===== config.mk =====
export PLATFORM = sky130hd
export DESIGN_NAME = freq_meter
export DESIGN_NICKNAME = d
export VERILOG_FILES = /design/src/rtl/freq_meter_pkg.sv /design/src/rtl/freq_meter_sync_edge.sv /design/src/rtl/freq_meter.sv
export SDC_FILE = /design/constraint.sdc
export NUM_CORES = 1
export LEC_CHECK = 0
export ABC_AREA = 1
export BUFFER_PORTS_ARGS = -buffer_cell sky130_fd_sc_hd__buf_2
export CAP_MARGIN = 20
export CORE_MARGIN = 5
export CORE_UTILIZATION = 28
export CTS_CLUSTER_DIAMETER = 100
export DETAILED_ROUTE_END_ITERATION = 16
export PLACE_DENSITY = 0.44
export SYNTH_ARGS = -nofsm -noshare
export SYNTH_HDL_FRONTEND = slang
export SYNTH_SLANG_ARGS = --single-unit

===== constraint.sdc =====
create_clock -name C -period 2.15 [get_ports C]
set_clock_uncertainty 0.15 [all_clocks]
set_input_delay 0.1075 -clock C [delete_from_list [all_inputs] [get_ports C]]
set_output_delay 0.1075 -clock C [all_outputs]
set_load 0.03 [all_outputs]

===== src/rtl/freq_meter_pkg.sv =====
// Shared definitions for the frequency meter: FSM state encoding and default sizing.
package freq_meter_pkg;

    typedef enum logic {
        ST_ARM  = 1'b0,
        ST_MEAS = 1'b1
    } fm_state_e;

    localparam int DEF_WIDTH       = 16;
    localparam int DEF_SYNC_STAGES = 2;

endpackage


===== src/rtl/freq_meter_sync_edge.sv =====
// Synchroniser for an asynchronous input followed by a registered rising-edge detector.
module sync_edge
    import freq_meter_pkg::*;
#(
    parameter int SYNC_STAGES = DEF_SYNC_STAGES
) (
    input  logic C,
    input  logic CLR_N,
    input  logic D,
    output logic RISE
);

    logic [SYNC_STAGES-1:0] sync_q;
    logic                   hist_q;
    logic                   rise_q;

    // The rise is registered so the count lands SYNC_STAGES+1 cycles after sampling.
    always_ff @(posedge C) begin
        if (!CLR_N) begin
            sync_q <= '0;
            hist_q <= 1'b0;
            rise_q <= 1'b0;
        end else begin
            sync_q <= {sync_q[SYNC_STAGES-2:0], D};
            hist_q <= sync_q[SYNC_STAGES-1];
            rise_q <= sync_q[SYNC_STAGES-1] & ~hist_q;
        end
    end

    assign RISE = rise_q;

endmodule


===== src/rtl/freq_meter.sv =====
// Counts rising edges of SIG_IN between consecutive CE ticks and presents the held
// result with a one-cycle VALID strobe; the first window after reset is discarded.
module freq_meter
    import freq_meter_pkg::*;
#(
    parameter int WIDTH       = DEF_WIDTH,
    parameter int SYNC_STAGES = DEF_SYNC_STAGES
) (
    input  logic             C,
    input  logic             CLR_N,
    input  logic             CE,
    input  logic             SIG_IN,
    output logic [WIDTH-1:0] Q,
    output logic             VALID,
    output logic             OVF
);

    localparam logic [WIDTH-1:0] CNT_MAX = '1;

    fm_state_e        state_q, state_d;
    logic [WIDTH-1:0] cnt_q, cnt_d;
    logic             ovf_acc_q, ovf_acc_d;
    logic [WIDTH-1:0] q_q, q_d;
    logic             ovf_q, ovf_d;
    logic             valid_q, valid_d;
    logic             rise;

    sync_edge #(
        .SYNC_STAGES(SYNC_STAGES)
    ) u_sync_edge (
        .C    (C),
        .CLR_N(CLR_N),
        .D    (SIG_IN),
        .RISE (rise)
    );

    always_ff @(posedge C) begin
        if (!CLR_N) begin
            state_q   <= ST_ARM;
            cnt_q     <= '0;
            ovf_acc_q <= 1'b0;
            q_q       <= '0;
            ovf_q     <= 1'b0;
            valid_q   <= 1'b0;
        end else begin
            state_q   <= state_d;
            cnt_q     <= cnt_d;
            ovf_acc_q <= ovf_acc_d;
            q_q       <= q_d;
            ovf_q     <= ovf_d;
            valid_q   <= valid_d;
        end
    end

    always_comb begin
        state_d   = state_q;
        cnt_d     = cnt_q;
        ovf_acc_d = ovf_acc_q;
        q_d       = q_q;
        ovf_d     = ovf_q;
        valid_d   = 1'b0;
        if (CE) begin
            // An edge coinciding with CE opens the new window rather than closing the old one.
            if (state_q == ST_MEAS) begin
                q_d     = cnt_q;
                ovf_d   = ovf_acc_q;
                valid_d = 1'b1;
            end
            cnt_d     = {{(WIDTH-1){1'b0}}, rise};
            ovf_acc_d = 1'b0;
            state_d   = ST_MEAS;
        end else if (rise) begin
            if (cnt_q == CNT_MAX) begin
                ovf_acc_d = 1'b1;
            end else begin
                cnt_d = cnt_q + WIDTH'(1);
            end
        end
    end

    assign Q     = q_q;
    assign VALID = valid_q;
    assign OVF   = ovf_q;

endmodule

* After elaboration in Yosys (flattened, before gate mapping) *
Index checks and enable logic that the tools add are counted.

storage, ports and cells
  register bits = 40
  bits in latches = 0
  memory bits (writable) = 0
  memory bits (read-only) = 0
  output and inout port bits = 18
  word-level logic and storage cells = 28
  memories = 0

operators by class
  add/sub/neg operators = 1
  $mul = 0
  div/mod/pow operators = 0
  order comparisons = 0
  equal/unequal tests = 2
  shifts and indexed selects = 0
  multiplexer cells = 4
  bitwise operators = 4
  reductions and logical operators = 7

operators by type and width
  kind                                                              number
  16-bit by 1-bit adder with 16-bit output (second input constant)  1
  16-bit equality test (second input constant)                      1
  2-bit AND reduction                                               5
  1-bit 2-to-1 mux                                                  4
  1-bit NOT                                                         3
  2-bit inequality test (second input constant)                     1
  2-bit nonzero test                                                1
  2-bit OR reduction                                                1
  1-bit AND                                                         1

* Depth between registers and ports, before layout *
  word-level depth = 4
  mapped depth = 11
  depth with buffers taken out = 10

* Hierarchy *
From an unflattened synthesis, not the netlist that was laid out.

second synthesis, totals
  cell total of the unflattened synthesis = 241
  area total of the unflattened synthesis = 1712.9 um^2

modules (own cells, without submodules)
  module      times used  cells an instance  area each (um^2)  sequential area each (um^2)
  freq_meter  1           230                1604.0            720.7
  sync_edge   1           11                 108.9             80.1

* Worst setup path after synthesis *
No wires, ideal clock.

  kind = reg2reg
  from = reg cnt_q[1]
  to = reg cnt_q[15]
  library setup time = 128 ps
  data arrival time = 1243 ps
  data required time = 1872 ps
  path slack = 630 ps
  cell stages (with the launch flop) = 12
  buffers on the path = 1
  period minus slack after synthesis = 1520 ps
  path through = dfxtp_1 > ha_1 > nand2_1 > nor2_2 > nand2_2 > inv_2 > nand2_4 > buf_6 > nand3_1 > nand2_1 > nand2_1 > nor2_1

between the ends
  word-level cells in the longest chain between the ends = 3

ends and longest elaborated chain
  item                                                                              line              text
  from (decl)                                                                       freq_meter.sv:21  logic [WIDTH-1:0] cnt_q, cnt_d;
  from (signal assigned)                                                            freq_meter.sv:47  cnt_q <= cnt_d;
  branches (longest 3 deep; another with 16-bit by 1-bit adder with 16-bit output)  -

Several ways; the timed one is not identified.
A chain may end at the register's enable or synchronous reset.

* Worst setup path in the final report *
  from = reg cnt_q[1]
  to = reg cnt_q[5]

Same word-level chain as after synthesis.

==> metrics.md <==
| Metric | Value |
|---|---|
| Synthesized Nets | 257 |
| Die Height | 89.5 um |
| Crit path capture | cnt_q[5] |
| Most frequent cell after synthesis | nand2_1 |
| Slew Limit Headroom | 73.1% |
| Reg2Reg Capture Point | cnt_q[5] |
| Worst VDD drop | 0.000317 V |
| Flop-to-flop setup slack | around 450 ps |
| Buffers on Ports | 21 |
| Sequential share of the synthesized area | a little under half |
| Total Routing Usage GR | between 10% and 20% |
| CTS tree | done |
| Slowest cell on crit path | dfxtp_1 |
| Max Cap Violations | 0 |
| Met1 WL | roughly 2200 um |
| R2R Path Start | cnt_q[1] |
| 1st-iter DRT viols | 95 |
| Hpwl dp | around 3200 um |
| Total number of vias | 1590 |
| CP top delay family | simple AND/OR/NAND/NOR gates |
| Final Wtd Congestion | 0.786 |
| Switching pwr | roughly 370 uW |
| Required @ worst endpoint | 2220 ps |
| Fillers | roughly 700 |
| Core area | 6240 um2 |
| Ranking of synthesized cells by area | dfxtp_1 (45%), nand2_1 (12%), nor2_1 (7.4%) |
| Starting density of the core | 28.4% |
| Num CTS Buffers | 5 |
| Layout cells sized above 1 | 16.4% |
| # setup viols final | 0 |
| Internal power | 1.21 mW |
| Area share of the largest cell type after synthesis | 45.2% |
| R2R depth | 9 |
| Yosys warning total | 0 |
| Worst-path clk slew | 80 ps |
| Post-route ant nets | 0 |
| Syn-to-layout area delta | 19.5% |
| RSZ-0062 raised after global routing | no |
| Synthesized area | 1770 um2 |
| Hold Path Class | in -> reg |
| Net Sw Frac | 23.5% |
| Row count | 29 |
| Tcrit/Tclk final | between 70% and 80% |
| Initial antenna violation count | 0 |
| Dpl cells | 346 |
| Grt ovf | 0 |
| Netlist cell types | 20 |
| Post-CTS resize count | 0 |
| Mapped Cells | 252 |
| Fin. Hold Viols | 0 |
| Number of cells on the critical path | 9 |
| Number of global-route vias before repair | ~1500 |
| DR top layer | met4 |
| Clock Tree Buf Depth | 2 |
| Commonest cells post-synth | nand2_1 (57), dfxtp_1 (40), nor2_1 (35), inv_1 (26), a21oi_1 (24) |
| DIE WIDTH | around 90 um |
| Largest net degree at the start of global routing | 21 |
| DR vias/cell | 4.45 |
| Critical path cell sequence | ha_1 -> nand2_1 -> nor2_2 -> nand2_2 -> inv_2 -> nand2_4 -> nand2_4 -> nand2_1 -> a21oi_1 |
| Layout Utilization | 33.9% |
| Synth Flop Type | dfxtp_1 |
| Crit-path max cell delay | 390 ps |
| Setup CP Type | reg -> reg |
| Worst-margin pin slew | 403 ps |
| Setup bufs post-CTS | 0 |
| Overall routed net length | 4280 um |
| Comb pwr share | ~8.0% |
| Number of synthesized flops with an enable pin | 0 |
| # DRC | 0 |
| Die area | 8010 um2 |
| Final WS setup | approximately 450 ps |
| Ys async rst share | 0% |
| WL met3 | 148 um |
| Clk network pwr share | 43.1% |
| Leak | 0.897 nW |
| DRT Pass-1 Iters | 4 |
| Origin of the worst setup path | cnt_q[1] |
| Htree depth | 2 |
| Min Tclk post-route | roughly 1700 ps |
| Final cell count without fillers | 357 |
| Worst skew pair latency | 300 ps |
| Status | completed |
| Synth area leader | dfxtp_1 |
| Seq cells post-synth | 40 |
| Fin nets | 284 |
| Root Buffer | clkbuf_8 |
| Post-Route Setup TNS | 0 ps |
| DR WL/cell | about 12 um |
| First-pass GRT wire length | 7370 um |
| Pwr/cell area | 750 nW/um2 |
| Worst setup SP type | flop |
| Clk sinks | 40 |
| Seq pwr share | 48.9% |
| Placement Setup Slack | 472 ps |
| Syn avg cell area | 7.03 um2 |
| Crit-path max FO | 11 |
| CP endpoint kind | flop |
| Worst path bufs/invs | 1 |
| WL met2 | ~1900 um |
| N_diodes | 0 |
| Total power | 1.59 mW |
| IO Pins | 22 |
| Slew Viols, Final | 0 |
| CP arrival | roughly 1800 ps |
| Fmax | between 0.5 and 0.6 GHz |
-- worst register-to-register path: cells and delay by family (launching register included) --
kind / cells / cell delay (ps)
simple gates: 6 / 630
flops: 1 / 390
fa+ha+maj: 1 / 230
compound gates: 1 / 150
buf+inv: 1 / 80
-- flip-flops by register name, summed over array words and instances (netlist names) --
| signal | cells |
|---|---|
| OVF | 1 |
| VALID | 1 |
| u_sync_edge.sync_q | 2 |
| Q | 16 |
| ovf_acc_q | 1 |
| u_sync_edge.hist_q | 1 |
| u_sync_edge.RISE | 1 |
| state_q | 1 |
| cnt_q | 16 |
-- power by group through the flow --
stage / sequential (mW) / combinational (mW) / clock (mW)
finish: 0.775 / 0.127 / 0.684
global route: 0.779 / 0.144 / 0.740
CTS: 0.776 / 0.129 / 0.705
detailed placement: 0.793 / 0.124 / 0
global placement: 0.793 / 0.124 / 0
floorplan: 0.831 / 0.0470 / 0
-- repair_timing --
action                     CTS  global route
setup endpoints to repair    0             0
hold endpoints to repair     4             0
hold buffers                 3             0
-- cell usage in the layout, fill, tap and decap left out --
master and n:
xor2_1 3, o21ai_0 22, buf_4 5, clkbuf_8 7
buf_2 21, nor2_4 1, dlygate4sd3_1 3, inv_2 2
ha_1 1, nor2_2 5, nor2_1 35, nand2_1 57
nand3_1 18, nand4_1 4, nand2_4 2, bufinv_16 1
a21oi_1 24, dfxtp_1 40, inv_1 26, nand3b_1 1
nand2_2 2
-- layer usage --
layer,GRT usage [%],vias up
met2,17.1,30
met4,4.06,0
met5,0,-
met3,3.04,3
li1,-,853
met1,17.6,704
-- cell families after synthesis --
kind of cell               after synthesis  synth area share (%)
and+or+nand+nor                        125                  30.8
adders and majority gates                1                 0.707
xor gates and xnor gates                 3                  1.48
buffers and inverters                   37                  8.76
AOI/OAI and AO/OA                       46                  13.0
DFF                                     40                  45.2
-- cell type report --
cell class | instances | area [um2] | share of cell area [%]
clock inverter | 1 | 30.0 | 1.42
clock buffer | 7 | 96.3 | 4.55
inverter | 28 | 105 | 4.97
sequential | 40 | 801 | 37.8
timing repair buffer | 29 | 173 | 8.16
tap | 77 | 96.3 | 4.55
multi-input combinational | 175 | 815 | 38.5
-- worst min path at each step --
| stage | startpoint | endpoint | slack, ps | depth (start not counted) |
|---|---|---|---|---|
| finish | CE | cnt_q[0] | 40 | 4 |
| global route | CE | cnt_q[0] | 60 | 4 |
| CTS | CE | cnt_q[0] | 30 | 4 |
| detailed placement | SIG_IN | u_sync_edge.sync_q[0] | 150 | 3 |
| global placement | SIG_IN | u_sync_edge.sync_q[0] | 140 | 3 |
| floorplan | SIG_IN | u_sync_edge.sync_q[0] | 60 | 2 |
-- stage by stage --
step	cell area (um2)	hold slack, ps
final	2120	44.1
after global routing	2120	58.9
after CTS	2120	30.9
after detailed placement	1960	147
after global placement	1960	142
after floorplan	1770	55.1
Note: power is estimated with default switching activity, not from simulation.
